### src/rtl/cmdq_dispatch.sv
// Read side of the command storage queue: pops one command at a time,
// presents it to the engine and tracks outstanding credits and completions.
module cmdq_dispatch #(
  parameter int CMD_DATA_WIDTH  = 64,
  parameter int MAX_OUTSTANDING = 8
) (
  input  logic                      clock_fpga,
  input  logic                      reset,
  input  logic                      sq_empty,
  output logic                      sq_rd_en,
  input  logic [CMD_DATA_WIDTH-1:0] sq_rd_data,
  input  logic [7:0]                sq_rd_index,
  output logic                      cmd_valid,
  input  logic                      cmd_ready,
  output logic [CMD_DATA_WIDTH-1:0] cmd_out,
  output logic [7:0]                cmd_index,
  input  logic                      done_valid,
  input  logic [7:0]                done_index,
  input  logic [7:0]                done_status,
  output logic                      status_update_enable,
  output logic [7:0]                status_index,
  output logic [7:0]                status_code,
  output logic [3:0]                outstanding,
  output logic                      underflow_err
);

  typedef enum logic [1:0] {
    IDLE,
    FETCH,
    LATCH,
    PRESENT
  } state_t;

  state_t state;

  logic accept;
  logic credit_ok;
  logic none_out;

  assign sq_rd_en  = (state == FETCH);
  assign cmd_valid = (state == PRESENT);
  assign accept    = cmd_valid & cmd_ready;
  assign credit_ok = (outstanding < 4'(MAX_OUTSTANDING));
  assign none_out  = (outstanding == 4'd0);

  always_ff @(posedge clock_fpga or negedge reset) begin
    if (!reset) begin
      state     <= IDLE;
      cmd_out   <= '0;
      cmd_index <= '0;
    end else begin
      unique case (state)
        IDLE: begin
          if (!sq_empty && credit_ok)
            state <= FETCH;
        end
        FETCH: state <= LATCH;
        LATCH: begin
          cmd_out   <= sq_rd_data;
          cmd_index <= sq_rd_index;
          state     <= PRESENT;
        end
        PRESENT: begin
          if (cmd_ready)
            state <= IDLE;
        end
        default: state <= IDLE;
      endcase
    end
  end

  // Issue and completion in the same cycle cancel out.
  always_ff @(posedge clock_fpga or negedge reset) begin
    if (!reset) begin
      outstanding   <= '0;
      underflow_err <= 1'b0;
    end else begin
      if (accept && !done_valid) begin
        if (outstanding != 4'hF)
          outstanding <= outstanding + 4'd1;
      end else if (done_valid && !accept && !none_out) begin
        outstanding <= outstanding - 4'd1;
      end
      if (done_valid && none_out)
        underflow_err <= 1'b1;
    end
  end

  always_ff @(posedge clock_fpga or negedge reset) begin
    if (!reset) begin
      status_update_enable <= 1'b0;
      status_index         <= '0;
      status_code          <= '0;
    end else begin
      status_update_enable <= done_valid;
      if (done_valid) begin
        status_index <= done_index;
        status_code  <= done_status;
      end
    end
  end

endmodule

### config.mk
export PLATFORM = sky130hd
export DESIGN_NAME = cmdq_dispatch
export DESIGN_NICKNAME = d
export VERILOG_FILES = /design/src/rtl/cmdq_dispatch.sv
export SDC_FILE = /design/constraint.sdc
export NUM_CORES = 1
export LEC_CHECK = 0
export CORE_MARGIN = 3
export CORE_UTILIZATION = 40
export CTS_BUF_LIST = sky130_fd_sc_hd__clkbuf_8 sky130_fd_sc_hd__clkbuf_16
export DETAILED_ROUTE_END_ITERATION = 12
export PLACE_DENSITY_LB_ADDON = 0.08
export SETUP_SLACK_MARGIN = 0.3
export SKIP_CTS_REPAIR_TIMING = 1
export SLEW_MARGIN = 30
export SYNTH_ARGS = -nofsm -noshare
export SYNTH_HDL_FRONTEND = slang
export SYNTH_SLANG_ARGS = --single-unit
### constraint.sdc
create_clock -name clock_fpga -period 2.8 [get_ports clock_fpga]
set_input_delay 0.42 -clock clock_fpga [delete_from_list [all_inputs] [get_ports clock_fpga]]
set_output_delay 0.42 -clock clock_fpga [all_outputs]
set_load 0.02 [all_outputs]
== Yosys cells after proc, flatten, opt, wreduce, memory -nomap -nowiden ==
Cells that the tools add are included.

* Flip-flop bits (word level): 96
* Output and inout port bits: 96
* Word-level logic and storage cells: 39

* Add/sub/neg operators: 2
* $lt $le $gt $ge: 1
* Equality and inequality tests: 7
* Mux-type cells: 6
* Bitwise logic cells: 1
* Reduce and logical (&&, ||, !) cells: 14

{| class="wikitable"
|+ Operators by type and width
! cell !! number
|-
| $mux W4 || 3
|-
| $pmux W2 S4 || 1
|-
| $logic_and A1 B1 Y1 || 5
|-
| $add A4 B1 Y4 const B || 1
|-
| $eq A2 B2 Y1 const B || 2
|-
| $logic_not A1 Y1 || 4
|-
| $logic_not A4 Y1 || 1
|-
| $lt A4 B4 Y1 const B || 1
|-
| $mux W2 || 2
|-
| $ne A2 B1 Y1 const B || 2
|-
| $ne A4 B4 Y1 const B || 1
|-
| $reduce_and A2 Y1 || 2
|-
| $sub A4 B1 Y4 const B || 1
|-
| $eq A2 B1 Y1 const B || 1
|-
| $logic_not A2 Y1 || 1
|-
| $ne A2 B2 Y1 const B || 1
|-
| $reduce_bool A2 Y1 || 1
|-
| $and A1 B1 Y1 || 1
|}

== Longest topological paths before layout ==
Gate-level depths: netlist of run 1.

* Word-level depth: 7
* Mapped depth: 8
* Depth with buffers taken out: 8

== Worst setup path before layout of run 1 ==
Ideal clock, no wire load.

* Kind: reg-to-reg
* Start: register state[1]
* End: register outstanding[3]
* Setup time: 0.080 ns
* Arrival time: 2.091 ns
* Slack: 0.629 ns
* Cell stages (with the launch flop): 9
* Buffers on the path: 0
* Clock period less this slack: 2.171 ns
* Path through: dfrtp_1 ha_1 nand2_1 or2_2 ha_1 a21o_1 a21oi_1 mux2i_1 xor2_1

* Longest elaborated chain between the ends: 7
* Elaborated cells between the ends (all ways): 10
* Classes of those cells: eq/ne: 2; mux: 1; bitwise: 1; reduce/logical: 6

{| class="wikitable"
|+ Ends and longest elaborated chain
! what !! RTL line !! RTL
|-
| from (decl) || 34 || <nowiki>state_t state;</nowiki>
|-
| from (signal assigned) || 48 || <nowiki>state <= IDLE;</nowiki>
|-
| from (signal assigned) || 55 || <nowiki>state <= FETCH;</nowiki>
|-
| from (signal assigned) || 57 || <nowiki>FETCH: state <= LATCH;</nowiki>
|-
| $eq A2 B2 Y1 * || 41 || <nowiki>assign cmd_valid = (state == PRESENT);</nowiki>
|-
| via cmd_valid || 13 || <nowiki>output logic cmd_valid,</nowiki>
|-
| $and A1 B1 Y1 * || 42 || <nowiki>assign accept = cmd_valid & cmd_ready;</nowiki>
|-
| $logic_not A1 Y1 || 81 || <nowiki>end else if (done_valid && !accept && !none_out) begin</nowiki>
|-
| $logic_and A1 B1 Y1 (2 in a row) || 81 ||
|-
| $reduce_bool A2 Y1 (no source line) || - ||
|-
| $reduce_and A2 Y1 (no source line) || - ||
|-
| to (signal assigned) || 80 || <nowiki>outstanding <= outstanding + 4'd1;</nowiki>
|-
| to (signal assigned) || 82 || <nowiki>outstanding <= outstanding - 4'd1;</nowiki>
|-
| to (decl) || 23 || <nowiki>output logic [3:0] outstanding,</nowiki>
|}

Mark *: on every way through the listed nets, which the timed path passes. The rest lies on a longest branch.
A chain may end at the register's enable or synchronous reset.

== Worst setup path after layout of run 1 ==
* Start: register state[1]
* End: register outstanding[3]

* Longest elaborated chain between the ends: 7
* Elaborated cells between the ends (all ways): 10
* Classes of those cells: eq/ne: 2; mux: 1; bitwise: 1; reduce/logical: 6

{| class="wikitable"
|+ Ends and longest elaborated chain
! what !! RTL line
|-
| $eq A2 B2 Y1 * || 41
|-
| $and A1 B1 Y1 * || 42
|-
| $logic_not A1 Y1 || 81
|-
| $logic_and A1 B1 Y1 (2 in a row) || 81
|-
| $reduce_bool A2 Y1 (no source line) || -
|-
| $reduce_and A2 Y1 (no source line) || -
|}

Every way passes the cells marked *; elsewhere a longest branch is shown, timed or not.

==> run summary, run 1 <==
• number of sinks on the clock net: 96
• number of design rule violations left after detail routing: 0
• pin count of the biggest net entering global routing: 45
• CTS buffer count: 9
• post-route clock period utilization: 77.49%
• fraction of layout instances using a drive strength above 1: 27.44%
• vias in the first global route: 2891
• CP Class: register to register
• post-synth net total: 331
• setup TNS: 0 ns
• xor and xnor fraction of the mapped netlist area: 0.7016%
• area growth from synthesis to layout: 59.51%
• total congestion overflow: 0
• proportion of synthesized chip area in sequential cells: 64.15%
• maximum buffer depth of the clock tree: 2
• most used routing layer: met2
• portion of netlist area occupied by mux cells: 27.43%
• clock transition at the registers of the reported paths: 0.10 ns
• data arrival at the endpoint of the critical path: 2.44 ns
• clock root cell: clkbuf_8
• GRT Util Overall: 17.49%
• number of antenna violations at the first check in global routing: 0
• largest fanout on the critical path: 4
• number of H-tree levels: 3
• adder and majority cell fraction of the synthesized area: 2.873%
• slew at the pin closest to its max-slew limit: 0.5626 ns
• Setup crit start kind: register
• total count of hold-check failures in the final report: 0
• flops & latches, synth: 96
• Gate power share: 51.9%
• result of the run: finished clean
• Cell Count, Final, Fillers Out: 538
• part of the power in the clock network: 13.9%
• RSZ-0062 raised after global routing: false
• cell count after synthesis: 230
• total vias in the final route: 2616
• simple-gate share of the synthesized area: 1.737%
• switching share of power: 35.53%
• GR Util met2: 28.95%
• chip width: 102.8 µm
• part of the power in registers: 34.2%
• Clk Latency, worst-skew pair: 0.36 ns
• post-DR vias/cell: 4.862
• Initial Utilization: 42.12%
• Boundary Pins: 189
• cell area after synthesis: 0.003745 mm²
• vertical extent of the die: 102.8 µm
• number of DRC markers after the initial detailed-route iteration: 37
• input/output buffers: 188
• beginning of the worst register-to-register path: state[1]
• first-pass GRT wire length: 14170 µm
• post-synthesis average cell area: 16.28 µm²
• cells on worst reg2reg path: 8
• number of diodes added for antenna fixing: 0
• power spent charging and discharging nets: 2.440 mW
• met1 layer usage reported by global route: 19.88%
• remaining max-slew budget at the tightest pin: 62.49%
• number of optimization iterations in the first detailed-route pass: 2
• Internal Power: 4.427 mW
• largest family of logic cells by synthesized area: multiplexers
• library cells used by synthesis: 23
• Placed Cells: 522
• average wire length per cell after detail routing: 16.88 µm
• number of standard-cell rows in the floorplan: 34
• total of warnings raised by yosys: 0
• met3 track utilization from global routing: 8.051%
• capture point of the worst reg-to-reg path: outstanding[3]
• class of the most critical hold timing path: primary input to async pin
• Post-layout nets: 526
• kind of end point of the critical path: register
• Detail Route Antenna Nets: 0
• Maximum Capacitance Violations: 0
• most frequent cells in the layout: 187 x clkdlybuf4s50_1, 96 x dfrtp_1, 89 x mux2_2
• power per cell area: 1150 mW/mm²
• count of pins over their slew limit: 0
• global placer's final weighted congestion: 0.8022
• Max Freq: 460.9 MHz
• TritonCTS clock tree: built
• worst vdd ir: 0.6109 mV
• compound-gate portion of the synthesized area: 1.504%
• leakage power figure: 2.474 nW
• Final Critical Period: 2.170 ns
• slack of the worst reg-to-reg path: 0.63 ns
• required time of the critical path: 3.07 ns
• Die Footprint: 0.01056 mm²
• total wire length after detailed routing: 9084 µm
• final setup fails: 0
• final setup skew: 0.01251 ns
• DPL Wire Length: 6986 µm
• placeable core region: 0.008891 mm²
• most common cell after layout, fill and taps aside: clkdlybuf4s50_1
final cells by class:
class	instances	area, µm²
Fill cell	662	2918
Sequential cell	96	2402
Timing Repair Buffer	194	1924
Multi-Input combinational cell	121	1285
Clock buffer	11	151.4
Tap cell	108	135.1
Clock inverter	5	63.81
Inverter	3	11.26
registers in the layout, summed over array words and instances, names as in the netlist:
name                  cells
cmd_index                 8
cmd_out                  64
outstanding               4
state                     2
status_code               8
status_index              8
status_update_enable      1
underflow_err             1
metal layers:
layer / routed length (µm) / vias up
li1: - / 1196
met1: 3487 / 1280
met5: 0 / -
met3: 1066 / 14
met2: 4355 / 126
met4: 174 / 0
stage by stage:
step	utilization, %	power [mW]	setup WS (ns)	cell area (µm²)	hold WS, ns
after floorplan	-	4.317	0.6291	3745	0.1244
after detailed placement	64.76	6.009	0.3275	5758	0.4511
after CTS	67.18	6.985	0.6199	5973	0.04481
final	67.18	6.867	0.6304	5973	0.02990
after global placement	64.76	5.905	0.3733	5758	0.4449
after global routing	67.18	7.303	0.4288	5973	0.06115
worst max-delay path, stage by stage (launching register included):
cell     delay [ns]
dfrtp_1        0.40
ha_1           0.23
nand2_1        0.11
or2_2          0.34
ha_1           0.28
a21o_1         0.18
a21oi_1        0.17
mux2i_1        0.23
xor2_1         0.15
Yosys cell counts, drive strengths merged:
| library cell | count | area [µm²] |
|---|---|---|
| dfrtp | 96 | 2402 |
| mux2 | 90 | 1017 |
| buf | 9 | 45.04 |
| ha | 7 | 87.58 |
| a21oi | 3 | 15.01 |
| inv | 3 | 11.26 |
| nand2 | 3 | 11.26 |
| o21ai | 3 | 15.01 |
| a21o | 2 | 15.01 |
| xor2 | 2 | 17.52 |
| and2 | 1 | 8.760 |
| and4 | 1 | 8.760 |
| clkbuf | 1 | 3.750 |
| fa | 1 | 20.02 |
| mux2i | 1 | 10.01 |
| nand3b | 1 | 7.510 |
| nor3 | 1 | 5.000 |
| nor4 | 1 | 6.260 |
| o221a | 1 | 11.26 |
| or2 | 1 | 6.260 |
| or3 | 1 | 11.26 |
| xnor2 | 1 | 8.760 |
how the worst max path moves through the flow:
stage                   start              to  slack (ns)
finish               state[1]  outstanding[3]        0.63
CTS                  state[1]  outstanding[3]        0.62
detailed placement  cmd_ready  outstanding[3]        0.33
global placement    cmd_ready  outstanding[3]        0.37
global route         state[1]  outstanding[2]        0.43
floorplan            state[1]  outstanding[3]        0.63
kinds of logic (layout without fill, tap and decap cells):
family / Yosys count / after routing
flip-flops: 96 / 96
multiplexers: 91 / 91
buffers and inverters: 13 / 213
AND/OR/NAND/NOR: 10 / 10
AO/OA/AOI/OAI: 9 / 9
adder cells (fa/ha/maj): 8 / 8
XOR/XNOR: 3 / 3
power by group through the flow:
stage	Combinational (mW)	Sequential, mW	Clock, mW
6_report	3.56	2.35	0.954
3_5_place_dp	3.62	2.39	0
5_1_grt	3.81	2.45	1.04
2_1_floorplan	1.22	3.10	0
3_3_place_gp	3.56	2.35	0
4_1_cts	3.63	2.36	0.989
No activity file was read; power rests on OpenSTA's default activity.
==> run 2, diff against run 1 <==
--- a/config.mk
+++ b/config.mk
@@ -6,7 +6,7 @@
 export NUM_CORES = 1
 export LEC_CHECK = 0
 export CORE_MARGIN = 3
-export CORE_UTILIZATION = 40
+export CORE_UTILIZATION = 36
 export CTS_BUF_LIST = sky130_fd_sc_hd__clkbuf_8 sky130_fd_sc_hd__clkbuf_16
 export DETAILED_ROUTE_END_ITERATION = 12
 export PLACE_DENSITY_LB_ADDON = 0.08
==> constraint.sdc (replaced) <==
create_clock -name clock_fpga -period 1.9 [get_ports clock_fpga]
set_input_delay 0.285 -clock clock_fpga [delete_from_list [all_inputs] [get_ports clock_fpga]]
set_output_delay 0.285 -clock clock_fpga [all_outputs]
set_load 0.02 [all_outputs]
==> run summary, run 2 (synthesized netlist as in run 1, its figures left out) <==
• kind of end point of the critical path: register
• placeable core region: 0.009955 mm²
• post-route clock period utilization: 100.1%
• Maximum Capacitance Violations: 0
• number of design rule violations left after detail routing: 0
• count of pins over their slew limit: 0
• Post-Place Setup Slack: -0.2724 ns
• number of optimization iterations in the first detailed-route pass: 3
• pin count of the biggest net entering global routing: 74
• number of standard-cell rows in the floorplan: 36
• maximum buffer depth of the clock tree: 2
• most frequent cells in the layout: 95 x dlymetal6s2s_1, 94 x dfrtp_1, 91 x clkdlybuf4s50_1
• data arrival at the endpoint of the critical path: 2.20 ns
• DPL Wire Length: 6494 µm
• required time of the critical path: 2.20 ns
• worst-path cell with the longest stage delay: dfrtp_1
• power spent charging and discharging nets: 3.725 mW
• most common cell after layout, fill and taps aside: dlymetal6s2s_1
• Gate power share: 53.5%
• total congestion overflow: 0
• total vias in the final route: 2654
• violations in the final reports: setup timing
• CP Class: register to register
• remaining max-slew budget at the tightest pin: 74.75%
• number of H-tree levels: 3
• vias in the first global route: 2780
• global placer's final weighted congestion: 0.7252
• clock transition at the registers of the reported paths: 0.10 ns
• Boundary Pins: 189
• input/output buffers: 188
• switching share of power: 36.01%
• register with the most flip-flops: cmd_out
• total count of hold-check failures in the final report: 0
• Cell Count, Final, Fillers Out: 575
• Final Critical Period: 1.901 ns
• CP bufs+invs: 0
• Top delay family on crit path: adder cells
• chip width: 108.0 µm
• Post-layout nets: 538
• total wire length after detailed routing: 9434 µm
• setup slack of the critical path after layout: -0.001031 ns
• GRT Util Overall: 15.01%
• critical path, cell by cell: ha_4 -> nand2_4 -> or2_4 -> fa_2 -> xor2_2 -> a21oi_2 -> o21ai_1 -> o221a_2
• RSZ-0062 raised after global routing: true
• number of sinks on the clock net: 96
• number of antenna violations at the first check in global routing: 0
• Clk Latency, worst-skew pair: 0.35 ns
• final setup skew: 0.01453 ns
• final setup fails: 1
• first-pass GRT wire length: 13690 µm
• part of the power in registers: 33.4%
• post-DR vias/cell: 4.616
• setup TNS: -0.001031 ns
• slew at the pin closest to its max-slew limit: 0.3753 ns
• Setup crit start kind: register
• Initial Utilization: 37.62%
• max FFs per register: 64
• result of the run: finished with violations
• largest fanout on the critical path: 4
• Placed Cells: 553
• vertical extent of the die: 108.0 µm
• fraction of layout instances using a drive strength above 1: 31.67%
• sum of internal, switching and leakage power: 10.35 mW
• Internal Power: 6.620 mW
• number of DRC markers after the initial detailed-route iteration: 77
• CTS buffer count: 9
• Die Footprint: 0.01166 mm²
• Max Freq: 526.0 MHz
• class of the most critical hold timing path: primary input to async pin
• slowest cell delay on critical path: 0.43 ns
• power per cell area: 1601 mW/mm²
• number of diodes added for antenna fixing: 0
• part of the power in the clock network: 13.2%
• average wire length per cell after detail routing: 16.41 µm
• leakage power figure: 3.461 nW
• clock root cell: clkbuf_8
• TritonCTS clock tree: built
• worst vdd ir: 0.7514 mV
• Detail Route Antenna Nets: 0
• area growth from synthesis to layout: 72.60%
## run 2: power groups by stage
stage          Clock, mW  Combinational (mW)  Sequential [mW]
2_1_floorplan          0                1.85             4.58
3_3_place_gp           0                5.38             3.47
3_5_place_dp           0                5.44             3.52
4_1_cts             1.42                5.46             3.50
5_1_grt             1.50                5.90             3.59
6_report            1.36                5.53             3.45
## run 2: worst paths after layout
| path | slack, ns | endpoint | cells past startpoint | start |
|---|---|---|---|---|
| worst max-delay path | -0.001 | outstanding[2] | 8 | state[0] |
| worst min-delay path | 0.37 | status_index[1] | 2 | reset |
| worst max register to register | -0.001 | outstanding[2] | 8 | state[0] |
| worst min register to register | 0.47 | underflow_err | 1 | underflow_err |
| max in group asynchronous | 0.96 | cmd_out[3] | 3 | reset |
| min in group clock_fpga | 0.47 | underflow_err | 1 | underflow_err |
## run 2: layout make-up
class	count	area (µm²)
well taps	133	166.4
clock inverters	6	65.06
clock buffers	10	137.6
inverters	3	11.26
fillers	744	3491
multi-input cells	121	1351
flip-flops and latches	96	2405
repair buffers	206	2327
## run 2: stage by stage
stage	area [µm²]	util, %	hold WS, ns
2_1_floorplan	3786	-	-0.01059
5_1_grt	6464	64.93	0.3669
6_report	6464	64.93	0.3664
4_1_cts	6103	61.31	-0.1986
3_5_place_dp	5901	59.28	0.1991
3_3_place_gp	5901	59.28	0.1981
## run 2: per-layer routing
metal / part of all wire, % / GRT usage [%] / up-vias
met5: 0 / 0 / -
met4: 2.2 / 6.943 / 0
met3: 11 / 6.806 / 15
met2: 47 / 23.40 / 125
met1: 40 / 17.78 / 1281
li1: - / - / 1233
